<file path="config.mk">
export PLATFORM = sky130hd
export DESIGN_NAME = mult_div_unit
export DESIGN_NICKNAME = d
export VERILOG_FILES = /design/src/rtl/mult_div_unit.sv
export SDC_FILE = /design/constraint.sdc
export NUM_CORES = 1
export LEC_CHECK = 0
export ABC_AREA = 1
export CORE_ASPECT_RATIO = 1.4
export CORE_UTILIZATION = 65
export DETAILED_ROUTE_END_ITERATION = 7
export PLACE_DENSITY = 0.87
export SYNTH_ARGS = -nofsm -noshare
export SYNTH_HDL_FRONTEND = slang
export SYNTH_SLANG_ARGS = --single-unit
</file>
<file path="constraint.sdc">
create_clock -name clk -period 17.29 [get_ports clk]
set_input_delay 2.5935 -clock clk [delete_from_list [all_inputs] [get_ports clk]]
set_output_delay 2.5935 -clock clk [all_outputs]
set_load 0.005 [all_outputs]
</file>
<file path="src/rtl/mult_div_unit.sv">
// Iterative signed multiply (radix-2 Booth) / divide (restoring on magnitudes) unit with HI/LO result registers.
// Optional feature: define MULT_DIV_DIVZERO_EN for early divide-by-zero termination with a div_zero pulse.
module mult_div_unit (
   input  logic        clk,
   input  logic        reset,
   input  logic        mult_start,
   input  logic        div_start,
   input  logic [31:0] a,
   input  logic [31:0] b,
   output logic [31:0] hi_out,
   output logic [31:0] lo_out,
   output logic        busy,
   output logic        done
`ifdef MULT_DIV_DIVZERO_EN
   ,
   output logic        div_zero
`endif
);

   localparam int unsigned W  = 32;
   localparam int unsigned CW = 5;

   typedef enum logic [2:0] {
      S_IDLE = 3'd0,
      S_MULT = 3'd1,
      S_DIV  = 3'd2,
      S_FIX  = 3'd3,
      S_DONE = 3'd4
   } state_t;

   state_t          state_q;
   logic [CW-1:0]   cnt_q;
   logic [W:0]      acc_q;
   logic [W-1:0]    q_q;
   logic            qm1_q;
   logic [W-1:0]    mcand_q;
   logic [W-1:0]    rem_q;
   logic [W-1:0]    dvsr_q;
   logic            sign_a_q;
   logic            sign_b_q;
   logic [W-1:0]    hi_q;
   logic [W-1:0]    lo_q;
   logic            busy_q;
   logic            done_q;
`ifdef MULT_DIV_DIVZERO_EN
   logic            dz_q;
   logic            div_zero_q;
`endif

   logic [W:0]      booth_acc_d;
   logic [W:0]      acc_d;
   logic [W-1:0]    mq_d;
   logic            qm1_d;
   logic [W:0]      rem_sh_d;
   logic [W+1:0]    diff_d;
   logic [W-1:0]    rem_d;
   logic [W-1:0]    dq_d;
   logic [W-1:0]    abs_a_d;
   logic [W-1:0]    abs_b_d;
   logic [W-1:0]    quo_fix_d;
   logic [W-1:0]    rem_fix_d;

   // Booth step: conditional add/subtract of the sign-extended multiplicand, then arithmetic shift right.
   always_comb begin
      booth_acc_d = acc_q;
      unique case ({q_q[0], qm1_q})
         2'b01:   booth_acc_d = acc_q + {mcand_q[W-1], mcand_q};
         2'b10:   booth_acc_d = acc_q - {mcand_q[W-1], mcand_q};
         default: booth_acc_d = acc_q;
      endcase
      acc_d = {booth_acc_d[W], booth_acc_d[W:1]};
      mq_d  = {booth_acc_d[0], q_q[W-1:1]};
      qm1_d = q_q[0];
   end

   // Restoring division step; the remainder stays below the divisor so 32 bits hold it between steps.
   always_comb begin
      rem_sh_d = {rem_q, q_q[W-1]};
      diff_d   = {1'b0, rem_sh_d} - {2'b00, dvsr_q};
      rem_d    = rem_sh_d[W-1:0];
      dq_d     = {q_q[W-2:0], 1'b0};
      if (!diff_d[W+1]) begin
         rem_d = diff_d[W-1:0];
         dq_d  = {q_q[W-2:0], 1'b1};
      end
   end

   // Operand magnitudes (0x80000000 maps to itself as unsigned) and sign fix-up of the final result.
   always_comb begin
      abs_a_d   = a[W-1] ? (~a + 32'd1) : a;
      abs_b_d   = b[W-1] ? (~b + 32'd1) : b;
      quo_fix_d = (sign_a_q ^ sign_b_q) ? (~q_q + 32'd1) : q_q;
      rem_fix_d = sign_a_q ? (~rem_q + 32'd1) : rem_q;
   end

   always_ff @(posedge clk or posedge reset) begin
      if (reset) begin
         state_q    <= S_IDLE;
         cnt_q      <= '0;
         acc_q      <= '0;
         q_q        <= '0;
         qm1_q      <= 1'b0;
         mcand_q    <= '0;
         rem_q      <= '0;
         dvsr_q     <= '0;
         sign_a_q   <= 1'b0;
         sign_b_q   <= 1'b0;
         hi_q       <= '0;
         lo_q       <= '0;
         busy_q     <= 1'b0;
         done_q     <= 1'b0;
`ifdef MULT_DIV_DIVZERO_EN
         dz_q       <= 1'b0;
         div_zero_q <= 1'b0;
`endif
      end else begin
         unique case (state_q)
            S_IDLE: begin
               done_q <= 1'b0;
               if (mult_start) begin
                  acc_q   <= '0;
                  q_q     <= a;
                  qm1_q   <= 1'b0;
                  mcand_q <= b;
                  cnt_q   <= '0;
                  busy_q  <= 1'b1;
                  state_q <= S_MULT;
               end else if (div_start) begin
                  sign_a_q <= a[W-1];
                  sign_b_q <= b[W-1];
                  q_q      <= abs_a_d;
                  dvsr_q   <= abs_b_d;
                  rem_q    <= '0;
                  cnt_q    <= '0;
                  busy_q   <= 1'b1;
                  state_q  <= S_DIV;
`ifdef MULT_DIV_DIVZERO_EN
                  dz_q     <= (b == 32'd0);
`endif
               end
            end
            S_MULT: begin
               acc_q <= acc_d;
               q_q   <= mq_d;
               qm1_q <= qm1_d;
               cnt_q <= cnt_q + 5'd1;
               if (cnt_q == 5'd31) begin
                  hi_q    <= acc_d[W-1:0];
                  lo_q    <= mq_d;
                  done_q  <= 1'b1;
                  state_q <= S_DONE;
               end
            end
            S_DIV: begin
`ifdef MULT_DIV_DIVZERO_EN
               if (dz_q) begin
                  done_q     <= 1'b1;
                  div_zero_q <= 1'b1;
                  state_q    <= S_DONE;
               end else begin
                  rem_q <= rem_d;
                  q_q   <= dq_d;
                  cnt_q <= cnt_q + 5'd1;
                  if (cnt_q == 5'd31) state_q <= S_FIX;
               end
`else
               rem_q <= rem_d;
               q_q   <= dq_d;
               cnt_q <= cnt_q + 5'd1;
               if (cnt_q == 5'd31) state_q <= S_FIX;
`endif
            end
            S_FIX: begin
               hi_q    <= rem_fix_d;
               lo_q    <= quo_fix_d;
               done_q  <= 1'b1;
               state_q <= S_DONE;
            end
            S_DONE: begin
               done_q  <= 1'b0;
               busy_q  <= 1'b0;
               state_q <= S_IDLE;
`ifdef MULT_DIV_DIVZERO_EN
               dz_q       <= 1'b0;
               div_zero_q <= 1'b0;
`endif
            end
            default: begin
               done_q  <= 1'b0;
               busy_q  <= 1'b0;
               state_q <= S_IDLE;
            end
         endcase
      end
   end

   assign hi_out = hi_q;
   assign lo_out = lo_q;
   assign busy   = busy_q;
   assign done   = done_q;
`ifdef MULT_DIV_DIVZERO_EN
   assign div_zero = div_zero_q;
`endif

endmodule
</file>
==> results.ini, run 1 <==
[run_status]
status = finished clean

[sta]
period_needed_ps = 4720
setup_viol = 0
setup_tns_ps = 0
fin_crit_sh = 0.273
slew_viol_final = 0
skew_ps = 34.8
max_freq_mhz = 212
tightestPinTransition_ps = 1140
rsz0062_at_grt = false
finalHoldViolCount = 0
holdWs_ps = 479
max_slew_margin = 0.240

[floorplanning]
dieWidth_um = 146
core_area_mm2 = 0.0285
num_rows = 73
ios = 134
die_h_um = 204
dieArea_mm2 = 0.0298
start_util = 0.664

[global_routing]
antenna_found_initial = 1
first_global_vias = 19900
grt_start_max_net_pins = 94
grt-ovfl-total = 0
grt_pass1_wl_mm = 105
track_usage = 0.447

[synthesis]
syn_area_mm2 = 0.0189
synth.distinct_cells = 57
ys_ff_latch = 237
synth.most_common_cell = nand2_1
seq_area_frac_synth = 0.314
ys.flop_type = dfrtp_1
synth_common_cells = nand2_1 (832), inv_1 (355), nor2_1 (287)
synthTopCellsByArea = dfrtp_1 (31%), nand2_1 (17%), inv_1 (7.0%)
yosysWarnings = 0
netlist.area_leader.share = 0.314
async_flop_share = 1.00
synth_edf_count = 0
synth_cells = 2882
yosysTopAreaCell = dfrtp_1
avgSynthCellArea_um2 = 6.56
synth_nets = 3024

[critical_path]
worstPathRequired_ps = 17830
arrival_ps = 5260
end_kind = async pin
worstPathMaxFanout = 93
start_kind = input pin
criticalPathCategory = in -> async
rrSetupSlack_ps = 12610

[cells_and_area]
drive_gt1_frac = 0.0356
diodes = 0
synthToLayoutAreaGrowth_pct = 12.6
finalNetCount = 3104
multi_input_area_mm2 = 0.0112
final_util = 0.747
nFillCells = 2313
seq_area_mm2 = 0.00593

[routing]
antenna_left = 0
drt_iter0_drc = 2205
drc = 0
routed_wl_mm = 66.9
first_pass_iters = 6
via_count = 20800
vias_per_cell = 6.19
wire_per_inst_um = 19.9

[clocking]
post_cts_resized = 0
numCtsBuffers = 24
root_buffer = clkbuf_16
path_clk_slew_ps = 60
clock_path_buffers = 3
cts.sinks = 237
cts_setup_buffers = 0
h-tree-depth = 1
tritoncts = yes
clk-insertion-delay-late_ps = 560
ctsHoldBuffers = 0

[flow_run]
drv_cap = 0

[place]
portBuffers = 133
gp_congestion = 1.04
dp_hpwl_mm = 51.6

[worst_hold_path]
hp-class = reg -> reg

==> metrics by stage <==
stage | cell area, um2 | instances | setup WS (ps)
5_1_grt | 21300 | 3355 | 12120
3_5_place_dp | 20400 | 3311 | 11880
3_3_place_gp | 20400 | 3311 | 11920
2_1_floorplan | 18900 | 2882 | 8190
4_1_cts | 21300 | 3355 | 12410
6_report | 21300 | 3355 | 12570
==> cell families after synthesis <==
group	Yosys count	share of synthesized area
muxes	1	0.000529
buffers and inverters	459	0.0946
adders and majority gates	74	0.0498
xor gates and xnor gates	111	0.0518
and+or+nand+nor	1435	0.317
AOI/OAI and AO/OA	565	0.173
DFF	237	0.314
==> final cells by class <==
type,count,share of cell area
multi-input combinational,2186,0.527
sequential,237,0.279
tap,375,0.0220
clock inverter,11,0.00864
inverter,364,0.0645
timing repair buffer,149,0.0682
clock buffer,33,0.0312
==> worst paths after layout <==
check / endpoint / from / cells after the start
max in group clk: dvsr_q[12]$_DFFE_PP0P_ / mult_start / 7
min in group asynchronous: acc_q[6]$_DFFE_PP0P_ / reset / 2
worst max register to register: acc_q[30]$_DFFE_PP0P_ / q_q[0]$_DFFE_PP0P_ / 17
worst min register to register: hi_out[24]$_DFFE_PP0P_ / hi_out[24]$_DFFE_PP0P_ / 2
worst min-delay path: hi_out[24]$_DFFE_PP0P_ / hi_out[24]$_DFFE_PP0P_ / 2
worst max-delay path: dvsr_q[27]$_DFFE_PP0P_ / reset / 4
==> layout by cell type, fill, tap and decap left out, drive strengths merged, types with 33 or more instances in the layout <==
master / netlist / layout
nand2: 837 / 837
ha: 72 / 72
inv: 361 / 364
o21ai: 269 / 269
clkdlybuf4s50: 0 / 133
xor2: 82 / 82
nand3: 214 / 214
dfrtp: 237 / 237
a21oi: 146 / 146
nor2: 298 / 298
clkbuf: 65 / 33
==> flip-flops by register name (all words and copies together) (netlist names) <==
signal    count
busy          1
mcand_q      32
q_q          32
state_q       3
lo_out       32
cnt_q         5
dvsr_q       32
acc_q        32
done          1
sign_a_q      1
sign_b_q      1
qm1_q         1
rem_q        32
hi_out       32
==> metal layers <==
layer,GRT usage,part of all wire,vias up
met5,0,0.00012,-
met4,0.353,0.092,2
met3,0.0678,0.097,373
met2,0.738,0.46,1265
met1,0.521,0.35,9557
li1,-,-,9575
==> critical path, stage by stage <==
cell and delay, ps:
clkdlybuf4s50_1 490, inv_8 450, buf_4 840, buf_4 820
Power of run 1 is not shown: default switching activity piles up to over one toggle a cycle in this logic, so the estimate is an artifact.
==> inputs of run 2 (changes only) <==
--- a/config.mk
+++ b/config.mk
@@ -7,9 +7,9 @@
 export LEC_CHECK = 0
 export ABC_AREA = 1
 export CORE_ASPECT_RATIO = 1.4
-export CORE_UTILIZATION = 65
+export CORE_UTILIZATION = 61
 export DETAILED_ROUTE_END_ITERATION = 7
-export PLACE_DENSITY = 0.87
+export PLACE_DENSITY = 0.82
 export SYNTH_ARGS = -nofsm -noshare
 export SYNTH_HDL_FRONTEND = slang
 export SYNTH_SLANG_ARGS = --single-unit
==> constraint.sdc (replaced) <==
create_clock -name clk -period 4.82 [get_ports clk]
set_input_delay 0.723 -clock clk [delete_from_list [all_inputs] [get_ports clk]]
set_output_delay 0.723 -clock clk [all_outputs]
set_load 0.005 [all_outputs]
==> results.ini, run 2 (synthesis results as in run 1) <==
[run_status]
status = finished clean  ; unchanged

[routing]
first_pass_iters = 6  ; unchanged
drc = 0  ; unchanged
antenna_left = 0  ; unchanged
wire_per_inst_um = 20.1  ; was 19.9 um
routed_wl_mm = 67.8  ; was 66.9 mm
vias_per_cell = 6.07  ; was 6.19
drt_iter0_drc = 2176  ; was 2205
via_count = 20500  ; was 20800

[sta]
setup_tns_ps = 0  ; unchanged
period_needed_ps = 4040
max_freq_mhz = 248
finalHoldViolCount = 0  ; unchanged
setup_viol = 0  ; unchanged
rsz0062_at_grt = false  ; unchanged
max_slew_margin = 0.218  ; was 0.240
tightestPinTransition_ps = 1170  ; was 1140 ps
slew_viol_final = 0  ; unchanged
skew_ps = 26.8  ; was 34.8 ps
fin_crit_sh = 0.838

[critical_path]
criticalPathCategory = reg -> reg  ; was in -> async
rrSetupSlack_ps = 780  ; was 12610 ps
reg2reg_from = q_q[0]$_DFFE_PP0P_  ; unchanged
r2r_cells = 18  ; was 17
cp-endpoint = hi_out[27]$_DFFE_PP0P_  ; was dvsr_q[27]$_DFFE_PP0P_
worstPathRequired_ps = 5270  ; was 17830 ps
worstPathMaxFanout = 20  ; was 93
r2r_end = hi_out[27]$_DFFE_PP0P_  ; was acc_q[30]$_DFFE_PP0P_
crit_start = q_q[0]$_DFFE_PP0P_  ; was reset
arrival_ps = 4490  ; was 5260 ps
start_kind = register  ; was input pin
end_kind = register  ; was async pin

[cells_and_area]
layout_common_cells = nand2_1 (832), inv_1 (354), nor2_1 (284)  ; unchanged
design_area_mm2 = 0.0215  ; was 0.0213 mm2
drive_gt1_frac = 0.0395  ; was 0.0356
synthToLayoutAreaGrowth_pct = 13.5  ; was 12.6%
final_common_cell = nand2_1  ; unchanged
nFillCells = 2592  ; was 2313
finalNetCount = 3113  ; was 3104
stdcell_count = 3376  ; was 3355

[global_routing]
grt_start_max_net_pins = 119  ; was 94
first_global_vias = 19700  ; was 19900
track_usage = 0.434  ; was 0.447
grt_pass1_wl_mm = 106  ; was 105 mm
antenna_found_initial = 4  ; was 1
grt-ovfl-total = 0  ; unchanged

[place]
dp_hpwl_mm = 51.6  ; about the same
dp_cells = 3328  ; was 3311
gp_congestion = 1.04  ; about the same
postPlaceCellArea_mm2 = 0.0205  ; was 0.0204 mm2
portBuffers = 133  ; unchanged

[clocking]
path_clk_slew_ps = 60  ; about the same
cts_setup_buffers = 0  ; unchanged
ctsHoldBuffers = 0  ; unchanged
cts.sinks = 237  ; unchanged
root_buffer = clkbuf_16  ; unchanged
numCtsBuffers = 26  ; was 24
h-tree-depth = 1  ; unchanged
post_cts_resized = 0  ; unchanged
tritoncts = yes  ; unchanged
clock_path_buffers = 3  ; unchanged
clk-insertion-delay-late_ps = 580  ; was 560 ps

[power]
p_leak_nw = 10.7
ir_drop_v = 0.000711
p_per_area_mw_per_mm2 = 894

[floorplanning]
core_area_mm2 = 0.0302  ; was 0.0285 mm2
dieWidth_um = 151  ; was 146 um
die_h_um = 210  ; was 204 um
dieArea_mm2 = 0.0317  ; was 0.0298 mm2
ios = 134  ; unchanged
start_util = 0.626  ; was 0.664
num_rows = 75  ; was 73

[flow_run]
drv_cap = 0  ; unchanged

[worst_hold_path]
hp-class = in -> async  ; was reg -> reg

## run 2: cell type report
type | count | area, um2 | area share
Inverter | 364 | 1370 | 0.0639
Multi-Input combinational cell | 2186 | 11200 | 0.523
Sequential cell | 237 | 5930 | 0.276
Antenna cell | 1 | 2.50 | 0.000117
Tap cell | 385 | 482 | 0.0225
Clock buffer | 31 | 679 | 0.0317
Timing Repair Buffer | 156 | 1530 | 0.0713
Clock inverter | 16 | 251 | 0.0117
## run 2: worst min-delay path by stage
stage / from / end / slack (ps) / cells after the start
finish: reset / lo_out[10]$_DFFE_PP0P_ / 390 / 2
global route: reset / lo_out[10]$_DFFE_PP0P_ / 420 / 2
CTS: reset / lo_out[10]$_DFFE_PP0P_ / 390 / 2
detailed placement: hi_out[13]$_DFFE_PP0P_ / hi_out[13]$_DFFE_PP0P_ / 470 / 2
global placement: lo_out[7]$_DFFE_PP0P_ / lo_out[7]$_DFFE_PP0P_ / 460 / 2
floorplan: rem_q[31]$_DFFE_PP0P_ / rem_q[31]$_DFFE_PP0P_ / 450 / 2
## run 2: stage by stage
step                hold WS, ps  utilization  setup slack (ps)  total power, mW
floorplan                   449            -               991             12.7
global route                421        0.710               285             20.7
global placement            461        0.679               974             16.2
detailed placement          466        0.679               870             16.5
finish                      394        0.710               781             19.2
CTS                         393        0.710               837             18.8
## run 2: layer usage
layer | GRT usage | vias up | wire length, um
met5 | 0 | - | 34
met4 | 0.284 | 6 | 4880
met3 | 0.0922 | 270 | 7160
met2 | 0.683 | 1157 | 30600
met1 | 0.533 | 9439 | 25100
li1 | - | 9609 | -
## run 2: where the power goes
group	internal [mW]	total [mW]	switching [mW]
Sequential	2.93	3.96	1.03
Clock	1.33	2.24	0.905
Combinational	4.44	13.0	8.55
Total	8.71	19.2	10.5
## run 2: worst max-delay path, stage by stage, from the launching register on
cell	delay, ps
dfrtp_1	440
ha_1	580
inv_1	470
nand2_1	210
o21ai_0	230
nor2_1	210
xor2_1	110
ha_1	360
nand2_1	120
nor2_1	260
nand2_1	140
nor4_1	180
nand2_1	130
nand3_1	100
nand3_1	80
nand2_1	120
nand2_1	50
nand2_1	80
nand2_1	40
(Power assumes the default switching activity.)
==> inputs of run 3 (changes only) <==
==> constraint.sdc (replaced) <==
create_clock -name clk -period 3.75 [get_ports clk]
set_input_delay 0.5625 -clock clk [delete_from_list [all_inputs] [get_ports clk]]
set_output_delay 0.5625 -clock clk [all_outputs]
set_load 0.005 [all_outputs]
==> results.ini, run 3 (synthesis results as in run 1) <==
[routing]
topRoutingLayerUsed = met5  ; unchanged
wl_met3_mm = 6.94  ; was 7.16 mm
drt_iter0_drc = 2425  ; was 2176
route.met2.wl_mm = 31.5  ; was 30.6 mm
wirelength_met1_mm = 25.0  ; was 25.1 mm
routed_wl_mm = 69.3  ; was 67.8 mm
first_pass_iters = 6  ; unchanged
via_count = 20900  ; was 20500
vias_per_cell = 6.14  ; was 6.07
drc = 0  ; unchanged
antenna_left = 0  ; unchanged
wire_per_inst_um = 20.4  ; was 20.1 um

[floorplanning]
num_rows = 75  ; unchanged
dieWidth_um = 151  ; unchanged
ios = 134  ; unchanged
die_h_um = 210  ; unchanged
start_util = 0.626  ; unchanged
dieArea_mm2 = 0.0317  ; unchanged
core_area_mm2 = 0.0302  ; unchanged

[cells_and_area]
finalNetCount = 3142  ; was 3113
final_common_cell = nand2_1  ; unchanged
drive_gt1_frac = 0.0573  ; was 0.0395
synthToLayoutAreaGrowth_pct = 14.7  ; was 13.5%
layout_common_cells = nand2_1 (825), inv_1 (352), nor2_1 (277)  ; was nand2_1 (832), inv_1 (354), nor2_1 (284)
diodes = 0  ; was 1
stdcell_count = 3403  ; was 3376

[critical_path]
worstPathMaxFanout = 6  ; was 20
start_kind = register  ; unchanged
crit_path_max_incr_delay_ps = 390  ; was 580 ps
end_kind = register  ; unchanged
arrival_ps = 4180  ; was 4490 ps
critical_path_buf_inv_count = 3  ; was 1
critPathMostFrequentCell = nand2_1  ; unchanged
cpLargestDelayFamily = simple AND/OR/NAND/NOR gates  ; unchanged
cp_slowest_cell = dfrtp_1  ; was ha_1
worstPathRequired_ps = 4240  ; was 5270 ps
rrSetupSlack_ps = 60  ; was 780 ps
criticalPathCategory = reg -> reg  ; unchanged
worstPathCellList = inv_1 -> nand3_1 -> nor2_2 -> nand3_2 -> nor4_4 -> nand3_2 -> nor2_2 -> nor2_1 -> xnor2_1 -> ha_2 -> nand2_1 -> nor2_1 -> buf_4 -> nand2_1 -> nor2_1 -> nand2_1 -> nand2_1 -> inv_1 -> nand3_1 -> nand3_1 -> nand2_1 -> nand2_1 -> a21oi_1  ; was ha_1 -> inv_1 -> nand2_1 -> o21ai_0 -> nor2_1 -> xor2_1 -> ha_1 -> nand2_1 -> nor2_1 -> nand2_1 -> nor4_1 -> nand2_1 -> nand3_1 -> nand3_1 -> nand2_1 -> nand2_1 -> nand2_1 -> nand2_1

[sta]
max_slew_margin = 0.150  ; was 0.218
skew_ps = 23.3  ; was 26.8 ps
period_needed_ps = 3690  ; was 4040 ps
max_freq_mhz = 271  ; was 248 MHz
slew_viol_final = 0  ; unchanged
setup_tns_ps = 0  ; unchanged
rsz0062_at_grt = true  ; was false
setup_viol = 0  ; unchanged
setup_ws_ps = 59.8  ; was 781 ps
tightestPinTransition_ps = 1270  ; was 1170 ps
fin_crit_sh = 0.984  ; was 0.838
holdWs_ps = 468  ; was 394 ps
finalHoldViolCount = 0  ; unchanged

[place]
portBuffers = 133  ; unchanged
dp_cells = 3352  ; was 3328
dp_hpwl_mm = 52.9  ; was 51.6 mm
gp_congestion = 1.08  ; was 1.04
place_ws_ps = 33.2  ; was 870 ps

[clocking]
cts.sinks = 237  ; unchanged
tritoncts = yes  ; unchanged
path_clk_slew_ps = 60  ; about the same
ctsHoldBuffers = 0  ; unchanged
h-tree-depth = 1  ; unchanged
numCtsBuffers = 26  ; unchanged
clock_path_buffers = 3  ; unchanged
root_buffer = clkbuf_16  ; unchanged
clk-insertion-delay-late_ps = 580  ; about the same

[global_routing]
track_usage = 0.441  ; was 0.434
grt_start_max_net_pins = 71  ; was 119
grt-ovfl-total = 0  ; unchanged
grt_pass1_wl_mm = 108  ; was 106 mm
antenna_found_initial = 2  ; was 4
first_global_vias = 20300  ; was 19700

[power]
p_leak_nw = 10.8  ; was 10.7 nW
p_seq_frac = 0.203  ; was 0.206
power.switching_mw = 13.9  ; was 10.5 mW
switching_share = 0.555  ; was 0.546
ir_drop_v = 0.000691  ; was 0.000711 V
combPwrFrac = 0.698  ; was 0.677
p_per_area_mw_per_mm2 = 1150  ; was 894 mW/mm2
clkPwrFrac = 0.099  ; was 0.117
power_mw = 25.0  ; was 19.2 mW
p_int_mw = 11.1  ; was 8.71 mW

[flow_run]
drv_cap = 0  ; unchanged

[worst_hold_path]
hp-class = in -> async  ; unchanged

[run_status]
status = finished clean  ; unchanged

-- run 3: cell count changes in the layout (fill, tap and decap cells not counted), moves of 3 or more --
| cell | change |
|---|---|
| clkinvlp_4 | +3 |
| ha_2 | +3 |
| nor2_2 | +7 |
| nand2_2 | +7 |
| nand2_1 | -7 |
| buf_4 | +27 |
| ha_1 | -5 |
| o21ai_0 | -3 |
| bufinv_16 | -6 |
| nor2_1 | -7 |
-- run 3: what timing repair did --
| item | in CTS | in global routing |
|---|---|---|
| setup endpoints to repair | 2 | 39 |
| buffers inserted | 0 | 5 |
| gates resized for setup | 1 | 33 |
| pin swaps | 0 | 6 |
-- run 3: metal layers --
metal | vias to the layer above | track usage
li1 | 9684 | -
met1 | 9589 | 0.529
met2 | 1289 | 0.697
met3 | 336 | 0.0900
met4 | 4 | 0.322
met5 | - | 0
-- run 3: area by class of cell --
class                      count  area (um2)
multi-input combinational   2186       11300
fill                        2512        8520
sequential                   237        5930
timing repair buffer         185        1770
inverter                     364        1370
clock buffer                  35         714
tap                          385         482
clock inverter                11        77.6
-- run 3: path summary, 6_finish.rpt --
| kind | to | start | cells past startpoint |
|---|---|---|---|
| min reg2reg | hi_out[12]$_DFFE_PP0P_ | hi_out[12]$_DFFE_PP0P_ | 2 |
| min in group clk | hi_out[12]$_DFFE_PP0P_ | hi_out[12]$_DFFE_PP0P_ | 2 |
| max in group asynchronous | dvsr_q[16]$_DFFE_PP0P_ | reset | 3 |
| min | lo_out[18]$_DFFE_PP0P_ | reset | 2 |
| max reg2reg | hi_out[31]$_DFFE_PP0P_ | mcand_q[1]$_DFFE_PP0P_ | 23 |
| max | hi_out[31]$_DFFE_PP0P_ | mcand_q[1]$_DFFE_PP0P_ | 23 |
-- run 3: worst reg2reg max path, stage by stage, from the launching register on --
cell and delay (ps):
dfrtp_1 390, inv_1 120, nand3_1 150, nor2_2 210, nand3_2 170, nor4_4 280
nand3_2 190, nor2_2 180, nor2_1 60, xnor2_1 140, ha_2 390, nand2_1 110
nor2_1 190, buf_4 140, nand2_1 70, nor2_1 90, nand2_1 50, nand2_1 130
inv_1 60, nand3_1 70, nand3_1 110, nand2_1 130, nand2_1 60, a21oi_1 120
-- run 3: power by group through the flow --
stage | clock (mW) | combinational, mW | sequential [mW]
after global placement | 0 | 16.2 | 4.95
after global routing | 2.56 | 19.3 | 5.17
after detailed placement | 0 | 16.7 | 5.00
final | 2.48 | 17.5 | 5.07
after floorplan | 0 | 11.8 | 4.62
after CTS | 2.47 | 16.8 | 4.97
-- run 3: metrics by stage --
stage / cell area [um2] / util
floorplan: 18900 / -
global placement: 20700 / 0.686
detailed placement: 20700 / 0.686
CTS: 21500 / 0.712
global route: 21700 / 0.718
finish: 21700 / 0.718
